<file path="config.mk">
export PLATFORM = sky130hd
export DESIGN_NAME = branch_sequencer
export DESIGN_NICKNAME = d
export VERILOG_FILES = /design/src/rtl/branch_sequencer.sv
export SDC_FILE = /design/constraint.sdc
export NUM_CORES = 1
export LEC_CHECK = 0
export ABC_AREA = 1
export ABC_CLOCK_PERIOD_IN_PS = 2300
export BUFFER_PORTS_ARGS = -buffer_cell sky130_fd_sc_hd__buf_2
export CORE_ASPECT_RATIO = 1.1
export CORE_UTILIZATION = 35
export DETAILED_ROUTE_END_ITERATION = 7
export HOLD_SLACK_MARGIN = 0.12
export PLACE_DENSITY = 0.55
export SYNTH_ARGS = -nofsm -noshare
export SYNTH_HDL_FRONTEND = slang
export SYNTH_SLANG_ARGS = --single-unit
</file>
<file path="constraint.sdc">
create_clock -name clk -period 2.3 [get_ports clk]
set_input_delay 0.23 -clock clk [delete_from_list [all_inputs] [get_ports clk]]
set_output_delay 0.23 -clock clk [all_outputs]
set_load 0.02 [all_outputs]
</file>
<file path="src/rtl/branch_sequencer.sv">
// Program counter owner: sequential fetch, taken-branch / CALL / RET redirects, return-address stack.
// Latency: redirect target appears on pc one cycle after it is sampled, with flush high that same cycle.
// Backpressure: stall freezes pc, state, RAS and flags (flush holds); redirect inputs ignored while stalled.
module branch_sequencer #(
    parameter int              PC_W      = 16,
    parameter logic [PC_W-1:0] RESET_PC  = '0,
    parameter int              RAS_DEPTH = 4
) (
    input  logic            clk,
    input  logic            reset,
    input  logic            stall,
    input  logic            br_valid,
    input  logic            jump,
    input  logic            is_call,
    input  logic            is_ret,
    input  logic [PC_W-1:0] target,
    output logic [PC_W-1:0] pc,
    output logic            flush,
    output logic            fault,
    output logic            ras_ovf,
    output logic [2:0]      ras_count
);

    localparam int         PTR_W   = $clog2(RAS_DEPTH);
    localparam logic [2:0] DEPTH_C = 3'(RAS_DEPTH);

    localparam logic [1:0] ST_RUN   = 2'd0;
    localparam logic [1:0] ST_FLUSH = 2'd1;
    localparam logic [1:0] ST_FAULT = 2'd2;

    logic [1:0]      state;
    logic [PTR_W-1:0] sp;          // next write slot; top of stack is sp-1
    logic [PC_W-1:0] ras_mem [RAS_DEPTH];

    logic active;
    logic do_ret;
    logic do_ret_empty;
    logic do_call;
    logic do_branch;
    logic [PTR_W-1:0] top_idx;

    // Decode the redirect for this cycle with RET > CALL > taken branch priority.
    always_comb begin
        active       = !stall && (state == ST_RUN);
        do_ret       = active && is_ret && (ras_count != 3'd0);
        do_ret_empty = active && is_ret && (ras_count == 3'd0);
        do_call      = active && !is_ret && is_call;
        do_branch    = active && !is_ret && !is_call && br_valid && jump;
        top_idx      = sp - 1'b1;
    end

    // Return-address storage; a push onto a full stack overwrites the oldest slot circularly.
    always_ff @(posedge clk) begin
        if (do_call) begin
            ras_mem[sp] <= pc;
        end
    end

    // PC, sequencing state, stack pointer and sticky flags.
    always_ff @(posedge clk) begin
        if (reset) begin
            pc        <= RESET_PC;
            flush     <= 1'b0;
            fault     <= 1'b0;
            ras_ovf   <= 1'b0;
            ras_count <= 3'd0;
            sp        <= '0;
            state     <= ST_RUN;
        end else if (!stall) begin
            case (state)
                ST_RUN: begin
                    if (do_ret) begin
                        pc        <= ras_mem[top_idx];
                        sp        <= top_idx;
                        ras_count <= ras_count - 3'd1;
                        flush     <= 1'b1;
                        state     <= ST_FLUSH;
                    end else if (do_ret_empty) begin
                        fault     <= 1'b1;
                        flush     <= 1'b1;
                        state     <= ST_FAULT;
                    end else if (do_call) begin
                        pc        <= target;
                        sp        <= sp + 1'b1;
                        if (ras_count == DEPTH_C) begin
                            ras_ovf <= 1'b1;
                        end else begin
                            ras_count <= ras_count + 3'd1;
                        end
                        flush     <= 1'b1;
                        state     <= ST_FLUSH;
                    end else if (do_branch) begin
                        pc        <= target;
                        flush     <= 1'b1;
                        state     <= ST_FLUSH;
                    end else begin
                        pc        <= pc + PC_W'(1);
                        flush     <= 1'b0;
                    end
                end
                ST_FLUSH: begin
                    // Wrong-path instruction sits in execute: ignore it, take the bubble.
                    pc    <= pc + PC_W'(1);
                    flush <= 1'b0;
                    state <= ST_RUN;
                end
                ST_FAULT: begin
                    flush <= 1'b0;
                end
                default: begin
                    flush <= 1'b0;
                    state <= ST_RUN;
                end
            endcase
        end
    end

endmodule

</file>
==> flow_metrics.py <==
metrics = {
    "clock_network": {
        "numCtsBuffers": 9,
        "cts_tree": "built",
        "cts-resized-gates": 0,
        "hold_buffers": 0,
        "cts_setup_buffers": 0,
        "cts.sinks": 90,
        "cts.htree.levels": 3,
        "clkTransAtPathRegs_ps": 60,
        "clk_latency_ps": 340,
        "ctsLongestPathBuffers": 2,
        "cts_root_buf": "clkbuf_16",
    },
    "timing": {
        "period_needed_ps": 1813,
        "worst_clock_skew_ps": 5.232,
        "drv_slew": 0,
        "final.setup.worst_slack_ps": 487.3,
        "setup_tns_ps": 0,
        "relSlewSlack": 0.6087,
        "fmax_mhz": 551.7,
        "finalCritPeriodShare": 0.7881,
        "worst_pin_slew_ps": 585.5,
        "grt_setup_unrepaired": "no",
        "holdWs_ps": 183.7,
        "final-setup-viol-count": 0,
        "hold_viol": 0,
    },
    "cells_and_area": {
        "post-route-util": 0.4208,
        "final_area_um2": 5086,
        "drive_gt1_frac": 0.1673,
        "fillers": 1223,
        "area_delta_synth_final_pct": 16.91,
        "final_nets": 586,
        "num_antenna_cells": 0,
        "regArea_um2": 2442,
        "multi_input_area_um2": 1594,
    },
    "synthesis": {
        "synthTopCellsByArea": "edfxtp_1 44%, dfxtp_1 12%, nand2_1 9.1%",
        "syn_nets": 533,
        "yosysMostFrequentCell": "nand2_1",
        "synthArstFlopShare": 0,
        "netlist_area_um2": 4350,
        "synth.largest_area_cell": "edfxtp_1",
        "syn_inst": 504,
        "synth-edff-count": 64,
        "synthDistinctLibCells": 28,
        "ys.flop_type": "edfxtp_1",
        "ys_seq_elements": 90,
        "seq_area_frac_synth": 0.5614,
        "synth_common_cells": "106 x nand2_1, 74 x nor2_1, 64 x edfxtp_1",
        "yosysTopAreaCellShare": 0.4418,
        "yosysWarnings": 0,
        "avgSynthCellArea_um2": 8.632,
    },
    "power": {
        "power_leakage_uw": 0.002104,
        "combinationalPowerShare": 0.165,
        "switching_share": 0.2806,
        "seqPwrFrac": 0.479,
        "clockPowerShare": 0.356,
        "ir_worst_vdd_v": 0.0004091,
        "power.density_nw_per_um2": 786.3,
        "switchingPower_uw": 1122,
        "p_int_uw": 2877,
    },
    "routing": {
        "wl_met2_um": 5489,
        "ant_nets": 0,
        "drt-total-wl_um": 11710,
        "vias": 3623,
        "wl_met3_um": 581,
        "via_per_inst": 5.060,
        "wl_met1_um": 5382,
        "drtIter0Drc": 219,
        "avgRoutedWirePerCell_um": 16.36,
        "top_layer": "met4",
        "drc": 0,
        "drtPass1Iterations": 5,
    },
    "placed_design": {
        "hpwl_um": 8011,
        "gp_congestion": 0.8232,
        "dp_slack_ps": 504.9,
        "dpl-instance-area_um2": 4798,
        "io_buffers": 44,
    },
    "global_routing": {
        "grt_max_degree": 39,
        "grt_pass1_wl_um": 18730,
        "antenna_found_initial": 0,
        "grtUsageTotal": 0.1958,
        "grt_pass1_vias": 3567,
        "grt_overflow": 0,
    },
    "job": {
        "drv_cap": 0,
    },
    "worst_setup_path": {
        "cp_num_buf_inv": 3,
        "cp_cell_sequence": "inv_1, ha_1, inv_1, buf_4, o21ai_0, o22ai_1, nand2_1, nand3_1, nand2_1, nor2_1",
        "path_class": "reg2reg",
        "critical_path_required_ps": 2580,
        "slowest_stage": "dfxtp_1",
        "cp_slowest_stage_delay_ps": 380,
        "cp_max_fo": 9,
        "critPathTopFamily": "buffers and inverters",
        "startpoint_type": "register",
        "cp.arrival_ps": 2090,
        "worst_setup_path_end_kind": "register",
    },
    "outcome": {
        "status": "finished, final reports clean",
    },
    "floorplan": {
        "core_area_um2": 12090,
        "start_util": 0.3599,
        "row_count": 42,
        "die_w_um": 108.3,
        "boundaryPins": 45,
        "dieHeight_um": 118.9,
        "design.die.area_um2": 12880,
    },
    "min_path": {
        "worst_hold_path_type": "in2reg",
    },
}
tightest hold or removal path: cells and delay by family:
family,cells,cell delay [ps]
compound gates,1,70
simple gates,1,60
buf+inv,1,110
kinds of logic after synthesis:
family | count (synthesis) | synth area share
DFF | 90 | 0.5614
xor gates and xnor gates | 4 | 0.008052
AOI/OAI and AO/OA | 94 | 0.1156
buffers and inverters | 76 | 0.07219
adders and majority gates | 6 | 0.01898
and+or+nand+nor | 234 | 0.2238
per-layer routing:
layer / vias up / GRT usage
met5: - / 0
met4: 0 / 0.08784
met3: 17 / 0.03065
met2: 109 / 0.3105
met1: 1712 / 0.2622
li1: 1785 / -
metrics by stage:
step	cells	total power (µW)
floorplan	504	2364
global placement	700	2600
detailed placement	700	2610
CTS	716	4038
global route	716	4181
finish	716	3999
registers in the layout (all words and copies together), names as in the netlist:
name / flops
flush: 1
pc: 16
state: 2
ras_count: 3
sp: 2
ras_ovf: 1
fault: 1
ras_mem: 64
path summary, 6_finish.rpt:
| check | cells after the start | endpoint | startpoint | slack (ps) |
|---|---|---|---|---|
| max | 10 | pc[6] | sp[1] | 490 |
| min | 3 | flush | stall | 180 |
| max reg2reg | 10 | pc[6] | sp[1] | 490 |
| min reg2reg | 2 | ras_ovf | ras_ovf | 470 |
final cells by class:
class                   instances  share of cell area
repair buffers                 63             0.07134
inverters                      55             0.04059
well taps                     154             0.03788
multi-input cells             338              0.3134
clock buffers                  10             0.04502
flip-flops and latches         90              0.4802
clock inverters                 6             0.01156
power groups by stage:
stage | clock (µW) | combinational [µW] | sequential, µW
after floorplan | 0 | 399 | 1970
after global placement | 0 | 651 | 1950
after detailed placement | 0 | 656 | 1950
after CTS | 1460 | 660 | 1920
after global routing | 1520 | 731 | 1930
final | 1420 | 658 | 1920
placed cells by master (no fill, tap or decap), types with 19 or more instances in the layout:
cell type / netlist / final
inv_1: 46 / 46
nand2_1: 106 / 106
dfxtp_1: 26 / 26
buf_4: 2 / 19
o21ai_0: 39 / 39
nor2_1: 74 / 74
buf_2: 11 / 44
nand3_1: 42 / 42
a21oi_1: 32 / 32
edfxtp_1: 64 / 64
(Power assumes the default switching activity.)
